==> config.mk <==
export PLATFORM = sky130hd
export DESIGN_NAME = address_sequencer
export DESIGN_NICKNAME = d
export VERILOG_FILES = /design/src/rtl/address_pkg.sv /design/src/rtl/address_sequencer_edge_detector.sv /design/src/rtl/address_sequencer.sv
export SDC_FILE = /design/constraint.sdc
export NUM_CORES = 1
export LEC_CHECK = 0
export CAP_MARGIN = 20
export CORE_MARGIN = 1
export CORE_UTILIZATION = 33
export CTS_CLUSTER_SIZE = 25
export DETAILED_ROUTE_END_ITERATION = 8
export SETUP_SLACK_MARGIN = 0.05
export SYNTH_ARGS = -nofsm -noshare
export SYNTH_HDL_FRONTEND = slang
export SYNTH_HIERARCHICAL = 1
export SYNTH_SLANG_ARGS = --single-unit
==> constraint.sdc <==
create_clock -name I_clk -period 2.6 [get_ports I_clk]
set_input_delay 0.26 -clock I_clk [delete_from_list [all_inputs] [get_ports I_clk]]
set_output_delay 0.26 -clock I_clk [all_outputs]
set_load 0.05 [all_outputs]
==> src/rtl/address_pkg.sv <==
// Shared definitions for the address sequencer: trigger-mode encodings,
// the per-step datapath action and the bank-index width helper.
package address_pkg;

  localparam int MODE_LEVEL = 0;
  localparam int MODE_EDGE  = 1;

  typedef enum logic [1:0] {
    ACT_HOLD,
    ACT_CLEAR,
    ACT_STEP,
    ACT_WRAP
  } action_e;

  // Bank index width: at least one bit, so a single-bank build still has a port.
  function automatic int bank_width(input int count);
    int w;
    w = 1;
    for (int i = 1; i < 31; i++) begin
      if ((1 << i) < count) w = i + 1;
    end
    return w;
  endfunction

endpackage

==> src/rtl/address_sequencer_edge_detector.sv <==
// Turns a request input into a one-cycle event, either on its rising edge
// or on every cycle it is high, depending on MODE.
module edge_detector
  import address_pkg::*;
#(
  parameter int MODE = MODE_EDGE
) (
  input  logic I_clk,
  input  logic I_rst,
  input  logic I_in,
  output logic O_evt
);

  logic dly_q;
  logic dly_d;

  always_comb begin
    dly_d = I_in;
    O_evt = (MODE == MODE_EDGE) ? (I_in & ~dly_q) : I_in;
  end

  // Clearing the delayed copy makes an input held through reset count as an edge.
  always_ff @(posedge I_clk) begin
    if (I_rst) dly_q <= 1'b0;
    else       dly_q <= dly_d;
  end

endmodule

==> src/rtl/address_sequencer.sv <==
// Strided address counter with an inclusive upper limit; each wrap returns
// the address to 0, advances the buffer bank and pulses O_wrap.
module address_sequencer
  import address_pkg::*;
#(
  parameter int ADDRESS_BITS = 8,
  parameter int BANK_COUNT   = 2,
  parameter int EDGE_MODE    = 1
) (
  input  logic                               I_clk,
  input  logic                               I_rst,
  input  logic                               I_address_up,
  input  logic                               I_address_reset,
  input  logic [ADDRESS_BITS-1:0]            I_stride,
  input  logic [ADDRESS_BITS-1:0]            I_limit,
  output logic [ADDRESS_BITS-1:0]            O_address,
  output logic [bank_width(BANK_COUNT)-1:0]  O_bank,
  output logic                               O_wrap
);

  localparam int              BANK_W    = bank_width(BANK_COUNT);
  localparam logic [BANK_W-1:0] BANK_LAST = BANK_W'(BANK_COUNT - 1);

  logic step_evt;
  logic clr_evt;

  edge_detector #(.MODE(EDGE_MODE)) u_step_det (
    .I_clk (I_clk),
    .I_rst (I_rst),
    .I_in  (I_address_up),
    .O_evt (step_evt)
  );

  edge_detector #(.MODE(EDGE_MODE)) u_clr_det (
    .I_clk (I_clk),
    .I_rst (I_rst),
    .I_in  (I_address_reset),
    .O_evt (clr_evt)
  );

  logic [ADDRESS_BITS-1:0] address_q, address_d;
  logic [BANK_W-1:0]       bank_q, bank_d, bank_next;
  logic                    wrap_q, wrap_d;
  logic [ADDRESS_BITS:0]   sum;
  action_e                 act;

  always_comb begin
    // One extra bit keeps the carry-out, so an overflowing step counts as past the limit.
    sum       = {1'b0, address_q} + {1'b0, I_stride};
    bank_next = (bank_q == BANK_LAST) ? '0 : bank_q + 1'b1;

    act = ACT_HOLD;
    if (clr_evt) begin
      act = ACT_CLEAR;
    end else if (step_evt && (I_stride != '0)) begin
      act = (sum > {1'b0, I_limit}) ? ACT_WRAP : ACT_STEP;
    end

    address_d = address_q;
    bank_d    = bank_q;
    wrap_d    = 1'b0;
    unique case (act)
      ACT_CLEAR: address_d = '0;
      ACT_STEP:  address_d = sum[ADDRESS_BITS-1:0];
      ACT_WRAP: begin
        address_d = '0;
        bank_d    = bank_next;
        wrap_d    = 1'b1;
      end
      default: ;
    endcase
  end

  always_ff @(posedge I_clk) begin
    if (I_rst) begin
      address_q <= '0;
      bank_q    <= '0;
      wrap_q    <= 1'b0;
    end else begin
      address_q <= address_d;
      bank_q    <= bank_d;
      wrap_q    <= wrap_d;
    end
  end

  assign O_address = address_q;
  assign O_bank    = bank_q;
  assign O_wrap    = wrap_q;

endmodule

==> results.py <==
metrics = {
    "power": {
        "combPwrFrac": 0.496,
        "peakVddDrop_mv": 0.461,
        "p_sw_mw": 0.244,
        "p_int_mw": 0.469,
        "power_leakage_nw": 0.748,
        "finalPower_mw": 0.713,
        "pwr-share-clk": 0.218,
        "power_density_nw_per_um2": 440,
        "swShare": 0.342,
        "power_frac_seq": 0.286,
    },
    "timing": {
        "slew_viol_final": 0,
        "finalSetupViolations": 10,
        "finClkSkew_ns": 0.00258,
        "hold_viol_final": 0,
        "clock.fmax_ghz": 0.336,
        "rsz0062_at_grt": "true",
        "setup_ws_ns": -0.378,
        "period_needed_ns": 2.98,
        "worst_slew_pin_slew_ns": 0.502,
        "min_period_over_period": 1.15,
        "relSlewSlack": 0.664,
    },
    "finish": {
        "stdcell_area_um2": 1620,
        "final_nets": 199,
        "n_fill_cell": 255,
        "syn_to_final_growth_pct": 65.6,
        "fin_cells": 192,
        "num_antenna_cells": 0,
        "layout-drive-gt1-share": 0.354,
        "final_util": 0.583,
    },
    "synthesis": {
        "synth.yosys.seq_area_share": 0.245,
        "yosysUniqueCellTypes": 32,
        "synth_area_per_cell_um2": 9.60,
        "ys_ff_latch": 12,
        "yosysMostFrequentCell": "ha_1",
        "syn-cell-area_um2": 980,
        "synth.largest_area_cell": "dfxtp_1",
        "yosys-top-cells-area": "dfxtp_1, ha_1, a22o_1, nor2b_4, xnor2_1",
        "async_reset_ff_frac": 0,
        "synth_edf_count": 0,
        "synth_common_cells": "ha_1, dfxtp_1, a22o_1, inv_1, a21oi_1",
        "yosysWarnings": 6,
        "syn_inst": 102,
        "synth_nets": 139,
        "synth_top_area_share": 0.245,
        "yosys_most_used_dff": "dfxtp_1",
    },
    "clock_network": {
        "cts_buffers": 3,
        "hold_buffers": 0,
        "cts_tree": "built",
        "path_clk_slew_ns": 0.08,
        "clock-sinks": 12,
        "insertion_delay_ns": 0.28,
        "cts_max_level": 1,
        "clockBufferDepth": 2,
        "cts-root-buf": "clkbuf_4",
    },
    "route": {
        "wl_per_cell_um": 13.8,
        "drt_iter0_markers": 9,
        "vias_per_cell": 5.24,
        "drc": 0,
        "first_pass_iters": 4,
        "vias": 1007,
        "wirelength_mm": 2.65,
        "drtAntennaViolNets": 0,
    },
    "die": {
        "rows": 19,
        "initial_utilization": 0.352,
        "num_io_pins": 30,
        "die_area_um2": 3190,
        "die_height_um": 56.5,
        "core_um2": 2780,
        "chipWidth_um": 56.5,
    },
    "place": {
        "place_congestion": 0.837,
        "placed_cells": 183,
        "io_buffers": 29,
        "place.detailed.hpwl_mm": 1.94,
        "place_area_um2": 1490,
    },
    "critical_path": {
        "r2r_end": "O_bank$_SDFFE_PP0N_",
        "r2r_slack_ns": -0.34,
        "crit_start": "I_stride[1]",
        "startpoint_type": "input port",
        "worstSetupEndpointType": "flop",
        "cp_data_arrival_time_ns": 3.16,
        "rr_worst_depth": 13,
        "critPathKind": "in -> reg",
        "worstPathRequired_ns": 2.78,
        "crit_fanout": 3,
        "worstReg2RegStart": "O_address[0]$_SDFFE_PP0P_",
    },
    "global_routing": {
        "first_global_vias": 985,
        "grt_overflow": 0,
        "grt_use_total": 0.174,
        "antenna_found_initial": 0,
        "grt_max_degree": 9,
        "grt_pass1_wl_mm": 4.28,
    },
    "run": {
        "drv_cap": 0,
    },
    "hold_path": {
        "hold_end": "O_address[7]$_SDFFE_PP0P_",
        "hp-start": "O_address[7]$_SDFFE_PP0P_",
        "hp-class": "reg -> reg",
        "min_path_cells": 1,
    },
    "run_status": {
        "violations": "setup timing",
        "outcome": "finished with violations",
    },
}
cell usage in the layout, fill, tap and decap left out, types with 3 or more instances in the layout:
| cell | netlist | final |
|---|---|---|
| dfxtp_2 | 0 | 3 |
| nor2b_4 | 4 | 4 |
| clkbuf_4 | 0 | 3 |
| o21ai_0 | 5 | 5 |
| inv_1 | 8 | 8 |
| nand2b_1 | 3 | 3 |
| dfxtp_1 | 12 | 8 |
| xnor2_1 | 5 | 3 |
| ha_1 | 16 | 14 |
| a22o_1 | 8 | 8 |
| clkdlybuf4s50_1 | 0 | 28 |
| a21oi_1 | 7 | 5 |
| buf_4 | 0 | 25 |
| o211ai_1 | 3 | 3 |
per-stage QoR:
stage               setup TNS, ns  hold slack, ns  worst slack [ns]
floorplan                   -1.29           0.324            -0.166
global placement            -6.47           0.488            -0.704
detailed placement          -6.85           0.501            -0.746
CTS                         -3.43           0.521            -0.370
global route                -3.64           0.541            -0.490
finish                      -2.40           0.521            -0.378
power groups by stage:
stage               clock network (mW)  logic [mW]  registers (mW)
detailed placement                   0       0.296           0.208
global placement                     0       0.292           0.208
finish                           0.156       0.354           0.204
floorplan                            0       0.137           0.244
CTS                              0.160       0.322           0.204
global route                     0.172       0.383           0.205
kinds of logic after synthesis:
kind of cell	Yosys count	share of synthesized area
AOI/OAI and AO/OA	33	0.232
and+or+nand+nor	24	0.190
adders and majority gates	17	0.225
DFF	12	0.245
buffers and inverters	9	0.0421
xor gates and xnor gates	6	0.0536
muxes	1	0.0115
final cells by class:
type,instances,area [um^2],area share
Timing Repair Buffer,56,499,0.308
Clock buffer,4,36.3,0.0224
Multi-Input combinational cell,81,771,0.475
Tap cell,31,38.8,0.0239
Inverter,8,30.0,0.0185
Sequential cell,12,248,0.153
critical path, stage by stage:
cell,delay (ns)
clkdlybuf4s50_1,0.47
ha_1,0.33
a211oi_1,0.26
o21bai_1,0.11
a21oi_1,0.19
xnor2_1,0.19
ha_1,0.30
nand4_1,0.10
or2_4,0.12
o211ai_1,0.10
buf_4,0.16
a211oi_2,0.26
mux2_4,0.32
worst max path at each step:
stage          slack (ns)                   endpoint  cells past startpoint
4_1_cts             -0.37  O_address[0]$_SDFFE_PP0P_                     13
2_1_floorplan       -0.17        O_bank$_SDFFE_PP0N_                     12
3_3_place_gp        -0.70  O_address[2]$_SDFFE_PP0P_                     14
3_5_place_dp        -0.75  O_address[0]$_SDFFE_PP0P_                     14
5_1_grt             -0.49        O_bank$_SDFFE_PP0N_                     12
6_report            -0.38        O_bank$_SDFFE_PP0N_                     13
routing by layer:
| layer | vias to the layer above | global-route usage | part of all wire |
|---|---|---|---|
| met5 | - | 0 | 0 |
| met4 | 0 | 0.0523 | 0.0087 |
| met3 | 5 | 0.0576 | 0.052 |
| met2 | 24 | 0.297 | 0.52 |
| met1 | 476 | 0.205 | 0.42 |
| li1 | 502 | - | - |
flip-flops by register name (all words and copies together) (netlist names):
| signal | count |
|---|---|
| O_address | 8 |
| O_bank | 1 |
| O_wrap | 1 |
| u_clr_det/dly_q | 1 |
| u_step_det/dly_q | 1 |
timing repair:
item / CTS / global route
resized for setup: 3 / 10
pin swaps: 13 / 15
buffers inserted: 4 / 1
endpoints found under the setup margin: 10 / 10
(Power assumes the default switching activity.)
